===== config.mk =====
export PLATFORM = sky130hd
export DESIGN_NAME = uart_tx
export DESIGN_NICKNAME = d
export VERILOG_FILES = /design/src/rtl/uart_pkg.sv /design/src/rtl/uart_baud_gen.sv /design/src/rtl/uart_tx.sv
export SDC_FILE = /design/constraint.sdc
export NUM_CORES = 1
export LEC_CHECK = 0
export ABC_AREA = 0
export CORE_ASPECT_RATIO = 0.6
export CORE_MARGIN = 2
export CORE_UTILIZATION = 55
export DETAILED_ROUTE_END_ITERATION = 8
export PLACE_DENSITY = 0.86
export SYNTH_ARGS = -nofsm -noshare
export SYNTH_HDL_FRONTEND = slang
export SYNTH_SLANG_ARGS = --single-unit

===== constraint.sdc =====
create_clock -name clk -period 2.6 [get_ports clk]
set_input_delay 0.39 -clock clk [delete_from_list [all_inputs] [get_ports clk]]
set_output_delay 0.39 -clock clk [all_outputs]
set_load 0.02 [all_outputs]

===== src/rtl/uart_pkg.sv =====
`default_nettype none
// ============================================================================
// Module   : uart_pkg
// Purpose  : Types and constants shared by the UART transmitter and receiver.
//            Holds the frame-state enum, the parity-mode codes, the default
//            bit period and a small parity helper.
// Revision : 1.0  initial release
// ============================================================================
package uart_pkg;

  // Frame states, in the order they occur on the line.
  typedef enum logic [2:0] {
    ST_IDLE   = 3'd0,
    ST_START  = 3'd1,
    ST_DATA   = 3'd2,
    ST_PARITY = 3'd3,
    ST_STOP   = 3'd4
  } state_t;

  // Parity mode codes.
  localparam int PAR_NONE = 0;
  localparam int PAR_EVEN = 1;
  localparam int PAR_ODD  = 2;

  // 9600 Bd at 100 MHz.
  localparam logic [13:0] KBAUD_DEFAULT = 14'd10416;

  // Parity bit for a data byte: even parity is the XOR of the data bits,
  // odd parity is its inverse.
  function automatic logic parity_bit(input logic [7:0] d, input int mode);
    return (mode == PAR_ODD) ? ~(^d) : (^d);
  endfunction

endpackage
`default_nettype wire


===== src/rtl/uart_baud_gen.sv =====
`default_nettype none
// ============================================================================
// Module   : uart_baud_gen
// Purpose  : Bit-period timer. Pulses tick in the last cycle of every
//            KBAUD-cycle bit period; clear holds the count at zero so the
//            first period starts cleanly on the cycle clear drops.
// Ports    : clk   - clock, rising edge
//            rst_n - asynchronous active-low reset
//            clear - synchronous counter clear (held while the line is idle)
//            tick  - one-cycle pulse at each bit boundary
// Revision : 1.0  initial release
// ============================================================================
module uart_baud_gen
  import uart_pkg::*;
#(
  parameter logic [13:0] KBAUD = KBAUD_DEFAULT
) (
  input  logic clk,
  input  logic rst_n,
  input  logic clear,
  output logic tick
);

  localparam int            CW   = $clog2(KBAUD);
  localparam logic [CW-1:0] LAST = CW'(KBAUD - 14'd1);

  logic [CW-1:0] cnt;

  always_ff @(posedge clk or negedge rst_n) begin
    if (!rst_n) begin
      cnt <= '0;
    end else if (clear || (cnt == LAST)) begin
      cnt <= '0;
    end else begin
      cnt <= cnt + CW'(1);
    end
  end

  assign tick = !clear && (cnt == LAST);

endmodule
`default_nettype wire


===== src/rtl/uart_tx.sv =====
`default_nettype none
// ============================================================================
// Module   : uart_tx
// Purpose  : 8-bit UART transmitter. Start bit, 8 data bits LSB first,
//            optional parity bit, 1 or 2 stop bits; each bit KBAUD cycles.
// Ports    : clk      - clock, rising edge
//            rst_n    - asynchronous active-low reset
//            data_IN  - byte to send, sampled in the accept cycle
//            Tx_start - level-sensitive transmit request
//            data_OUT - registered serial line, idles high
//            busy     - high while a frame is in progress
//            Tx_done  - one-cycle pulse in the first idle cycle after a frame
// Revision : 1.0  initial release
// ============================================================================
module uart_tx
  import uart_pkg::*;
#(
  parameter logic [13:0] KBAUD     = KBAUD_DEFAULT,
  parameter int          PARITY    = PAR_NONE,
  parameter int          STOP_BITS = 1
) (
  input  logic       clk,
  input  logic       rst_n,
  input  logic [7:0] data_IN,
  input  logic       Tx_start,
  output logic       data_OUT,
  output logic       busy,
  output logic       Tx_done
);

  localparam logic LAST_STOP = (STOP_BITS == 2);

  state_t     state, state_nx;
  logic [7:0] byte_q;
  logic [2:0] bit_idx, bit_idx_nx;
  logic       stop_idx, stop_idx_nx;
  logic       tx_q, tx_nx;
  logic       done_q, done_nx;
  logic       tick;
  logic       accept;
  logic       baud_clear;
  logic       par_bit;

  assign accept     = (state == ST_IDLE) && Tx_start;
  assign baud_clear = (state == ST_IDLE);
  assign par_bit    = parity_bit(byte_q, PARITY);

  uart_baud_gen #(
    .KBAUD (KBAUD)
  ) u_baud (
    .clk   (clk),
    .rst_n (rst_n),
    .clear (baud_clear),
    .tick  (tick)
  );

  always_ff @(posedge clk or negedge rst_n) begin
    if (!rst_n) begin
      state    <= ST_IDLE;
      byte_q   <= '0;
      bit_idx  <= '0;
      stop_idx <= 1'b0;
      tx_q     <= 1'b1;
      done_q   <= 1'b0;
    end else begin
      state    <= state_nx;
      bit_idx  <= bit_idx_nx;
      stop_idx <= stop_idx_nx;
      tx_q     <= tx_nx;
      done_q   <= done_nx;
      if (accept) begin
        byte_q <= data_IN;
      end
    end
  end

  // The line value is computed for the *next* state and registered, so the
  // registered line always lines up with the registered state.
  always_comb begin
    state_nx    = state;
    bit_idx_nx  = bit_idx;
    stop_idx_nx = stop_idx;
    tx_nx       = 1'b1;
    done_nx     = 1'b0;
    case (state)
      ST_IDLE: begin
        if (Tx_start) begin
          state_nx    = ST_START;
          bit_idx_nx  = 3'd0;
          stop_idx_nx = 1'b0;
          tx_nx       = 1'b0;
        end
      end
      ST_START: begin
        tx_nx = 1'b0;
        if (tick) begin
          state_nx = ST_DATA;
          tx_nx    = byte_q[0];
        end
      end
      ST_DATA: begin
        tx_nx = byte_q[bit_idx];
        if (tick) begin
          if (bit_idx == 3'd7) begin
            if (PARITY != PAR_NONE) begin
              state_nx = ST_PARITY;
              tx_nx    = par_bit;
            end else begin
              state_nx = ST_STOP;
              tx_nx    = 1'b1;
            end
          end else begin
            bit_idx_nx = bit_idx + 3'd1;
            tx_nx      = byte_q[bit_idx + 3'd1];
          end
        end
      end
      ST_PARITY: begin
        tx_nx = par_bit;
        if (tick) begin
          state_nx = ST_STOP;
          tx_nx    = 1'b1;
        end
      end
      ST_STOP: begin
        tx_nx = 1'b1;
        if (tick) begin
          if (stop_idx == LAST_STOP) begin
            state_nx = ST_IDLE;
            done_nx  = 1'b1;
          end else begin
            stop_idx_nx = 1'b1;
          end
        end
      end
      default: begin
        state_nx = ST_IDLE;
      end
    endcase
  end

  assign data_OUT = tx_q;
  assign busy     = (state != ST_IDLE);
  assign Tx_done  = done_q;

endmodule
`default_nettype wire


==> flow_metrics.env <==
export IMPL_status="complete, no violations"
export IMPL_grt_pass1_wl_mm=5.60
export IMPL_cts_root_buf="clkbuf_8"
export IMPL_htreeDepth=2
export IMPL_clock_skew_ns=0.00596
export IMPL_cp_arrival_ns=2.58
export IMPL_hold_buffers=0
export IMPL_finalInstanceArea_mm2=0.00180
export IMPL_tns_ns=0
export IMPL_cts_tree="done"
export IMPL_grt_usage_pct=23.9
export IMPL_clk_pin_slew_ns=0.06
export IMPL_hold_path_class="in -> async"
export IMPL_start_util_pct=60.2
export IMPL_wirelength_mm=3.30
export IMPL_final_hold_viol_count=0
export IMPL_dr_pass1_iters=4
export IMPL_gp_congestion=0.840
export IMPL_fmax_ghz=0.420
export IMPL_port_buffers=13
export IMPL_ios=14
export IMPL_worstPathRequired_ns=2.79
export IMPL_powerDensity_mw_per_mm2=727
export IMPL_comb_power_share_pct=24.9
export IMPL_p_clk_share_pct=26.5
export IMPL_setup_viol_count_final=0
export IMPL_drt_first_iter_violations=92
export IMPL_cts_resized=0
export IMPL_synth_nets=161
export IMPL_die_y_um=45.3
export IMPL_clkLatencyLatePin_ns=0.28
export IMPL_num_rows=14
export IMPL_vias=1162
export IMPL_grt_max_degree=31
export IMPL_synthToLayoutAreaGrowth_pct=15.5
export IMPL_rsz0062_at_grt="false"
export IMPL_drive_gt1_share_pct=13.4
export IMPL_relSlewSlack_pct=70.2
export IMPL_post_cts_buffers=0
export IMPL_die_area_mm2=0.00329
export IMPL_cts_buffers=5
export IMPL_grt_pass1_vias=1130
export IMPL_synth_seq_cells=30
export IMPL_yosysTopAreaCell="dfrtp_1"
export IMPL_hpwlAfterDp_mm=2.40
export IMPL_startpoint_type="register"
export IMPL_p_sw_share_pct=31.0
export IMPL_postRouteAntennaNets=0
export IMPL_crit_type="reg -> reg"
export IMPL_synthCells=147
export IMPL_p_leak_nw=0.740
export IMPL_avgSynthCellArea_um2=10.6
export IMPL_cts_buffer_depth=2
export IMPL_ir_drop_v=0.000588
export IMPL_path_max_fanout=14
export IMPL_ys_types=29
export IMPL_die_w_um=72.8
export IMPL_yosysWarnings=0
export IMPL_internal_power_mw=0.903
export IMPL_crit_path_end_kind="register"
export IMPL_synth_top_area_share_pct=46.5
export IMPL_clock_sinks=30
export IMPL_ys_top_cells_by_area="dfrtp_1, mux2_2, xnor2_1"
export IMPL_synth_seq_area_share_pct=48.2
export IMPL_p_sw_mw=0.406
export IMPL_avgRoutedWirePerCell_um=16.8
export IMPL_synth_area_mm2=0.00156
export IMPL_slew_violations=0
export IMPL_via_per_inst=5.93
export IMPL_cap_viol_max_count=0
export IMPL_diodes=0
export IMPL_placed_area_mm2=0.00172
export IMPL_layout_min_cycle_time_ns=2.38
export IMPL_seqPwrFrac_pct=48.6
export IMPL_grt_overflow=0
export IMPL_core_mm2=0.00259
export IMPL_antenna_found_initial=0
export IMPL_finalCritPeriodShare_pct=91.7
export IMPL_fin_nets=178
export IMPL_worst_pin_slew_ns=0.447
export IMPL_drc_errors=0
-- cell usage after synthesis --
library cell  number
inv_1              2
or4_1              1
mux4_2             3
mux2_2             8
o21ai_0            8
a22oi_1            3
or4_4              1
or3_1              3
xnor2_1            9
nor2_1            18
and3_1             1
o21a_1             1
o21bai_1           1
nand2_1           11
clkbuf_1           4
nand3b_1           1
or2_2              1
mux2i_1            6
nor3b_1            1
nand2b_1           1
xor2_1             8
or4b_1             2
dfrtp_1           29
nand3_1            9
nor3_1             4
ha_1               3
nand4_1            3
dfstp_2            1
a21oi_1            4
-- final timing paths --
check                                   startpoint                 endpoint  slack, ns  cells after the start
max in group asynchronous                    rst_n       data_OUT$_DFF_PN1_       1.79                      2
min reg2reg                u_baud.cnt[0]$_DFF_PN0_  u_baud.cnt[0]$_DFF_PN0_       0.52                      1
max                        u_baud.cnt[6]$_DFF_PN0_       data_OUT$_DFF_PN1_       0.22                      5
min                                          rst_n  u_baud.cnt[1]$_DFF_PN0_       0.49                      2
min in group clk           u_baud.cnt[0]$_DFF_PN0_  u_baud.cnt[0]$_DFF_PN0_       0.52                      1
max reg2reg                u_baud.cnt[6]$_DFF_PN0_       data_OUT$_DFF_PN1_       0.22                      5
-- metal layers --
metal | part of all wire (%) | GRT usage (%) | wire length [µm]
met1 | 47 | 32.5 | 1550
met5 | 0 | 0 | 0
met2 | 45 | 36.4 | 1480
met4 | 1.7 | 8.89 | 57
met3 | 6.0 | 8.04 | 199
-- sequential cells by signal (all words and copies together) (netlist names) --
name	flops
bit_idx	3
byte_q	8
u_baud.cnt	14
state	3
Tx_done	1
data_OUT	1
-- stage by stage --
stage	utilization (%)	instances	hold WS, ns	worst slack (ns)	power, mW
2_1_floorplan	-	147	0.0944	0.464	0.859
4_1_cts	69.5	196	0.506	0.228	1.31
3_5_place_dp	66.5	189	0.511	0.247	0.967
3_3_place_gp	66.5	189	0.474	0.356	0.943
5_1_grt	69.5	196	0.531	0.139	1.39
6_report	69.5	196	0.491	0.216	1.31
-- power groups by stage --
stage | sequential [mW] | clock, mW | combinational, mW
after global routing | 0.646 | 0.376 | 0.363
after CTS | 0.632 | 0.355 | 0.327
after floorplan | 0.609 | 0 | 0.250
final | 0.636 | 0.347 | 0.327
after global placement | 0.628 | 0 | 0.315
after detailed placement | 0.640 | 0 | 0.326
-- cell usage in the layout (no fill, tap or decap), drive strengths merged, types with 4 or more instances in the layout --
cell,n
dfrtp,29
nor2,18
clkdlybuf4s50,13
nand2,11
nand3,9
xnor2,9
xor2,8
o21ai,8
mux2,8
mux2i,6
clkbuf,5
nor3,4
a21oi,4
-- worst max-delay path, stage by stage (launching register included) --
cell and delay, ns:
dfrtp_1 0.43, or4b_1 0.55, or4_4 0.63, or4b_1 0.50, nand3b_1 0.10, nand3_1 0.09
-- final cells by class --
| type | count | area [µm²] |
|---|---|---|
| clock buffers | 5 | 68.8 |
| clock inverters | 2 | 10.0 |
| fillers | 190 | 791 |
| inverters | 2 | 7.51 |
| multi-input cells | 111 | 786 |
| flip-flops and latches | 30 | 752 |
| well taps | 32 | 40.0 |
| repair buffers | 14 | 138 |
-- kinds of logic after synthesis --
group | Yosys count | share of synthesized area [%]
flip-flops | 30 | 48.2
AO/OA/AOI/OAI | 17 | 6.26
adder cells (fa/ha/maj) | 3 | 2.41
XOR/XNOR | 17 | 9.54
buffers and inverters | 6 | 1.44
multiplexers | 17 | 14.0
AND/OR/NAND/NOR | 57 | 18.2
(Power assumes the default switching activity.)
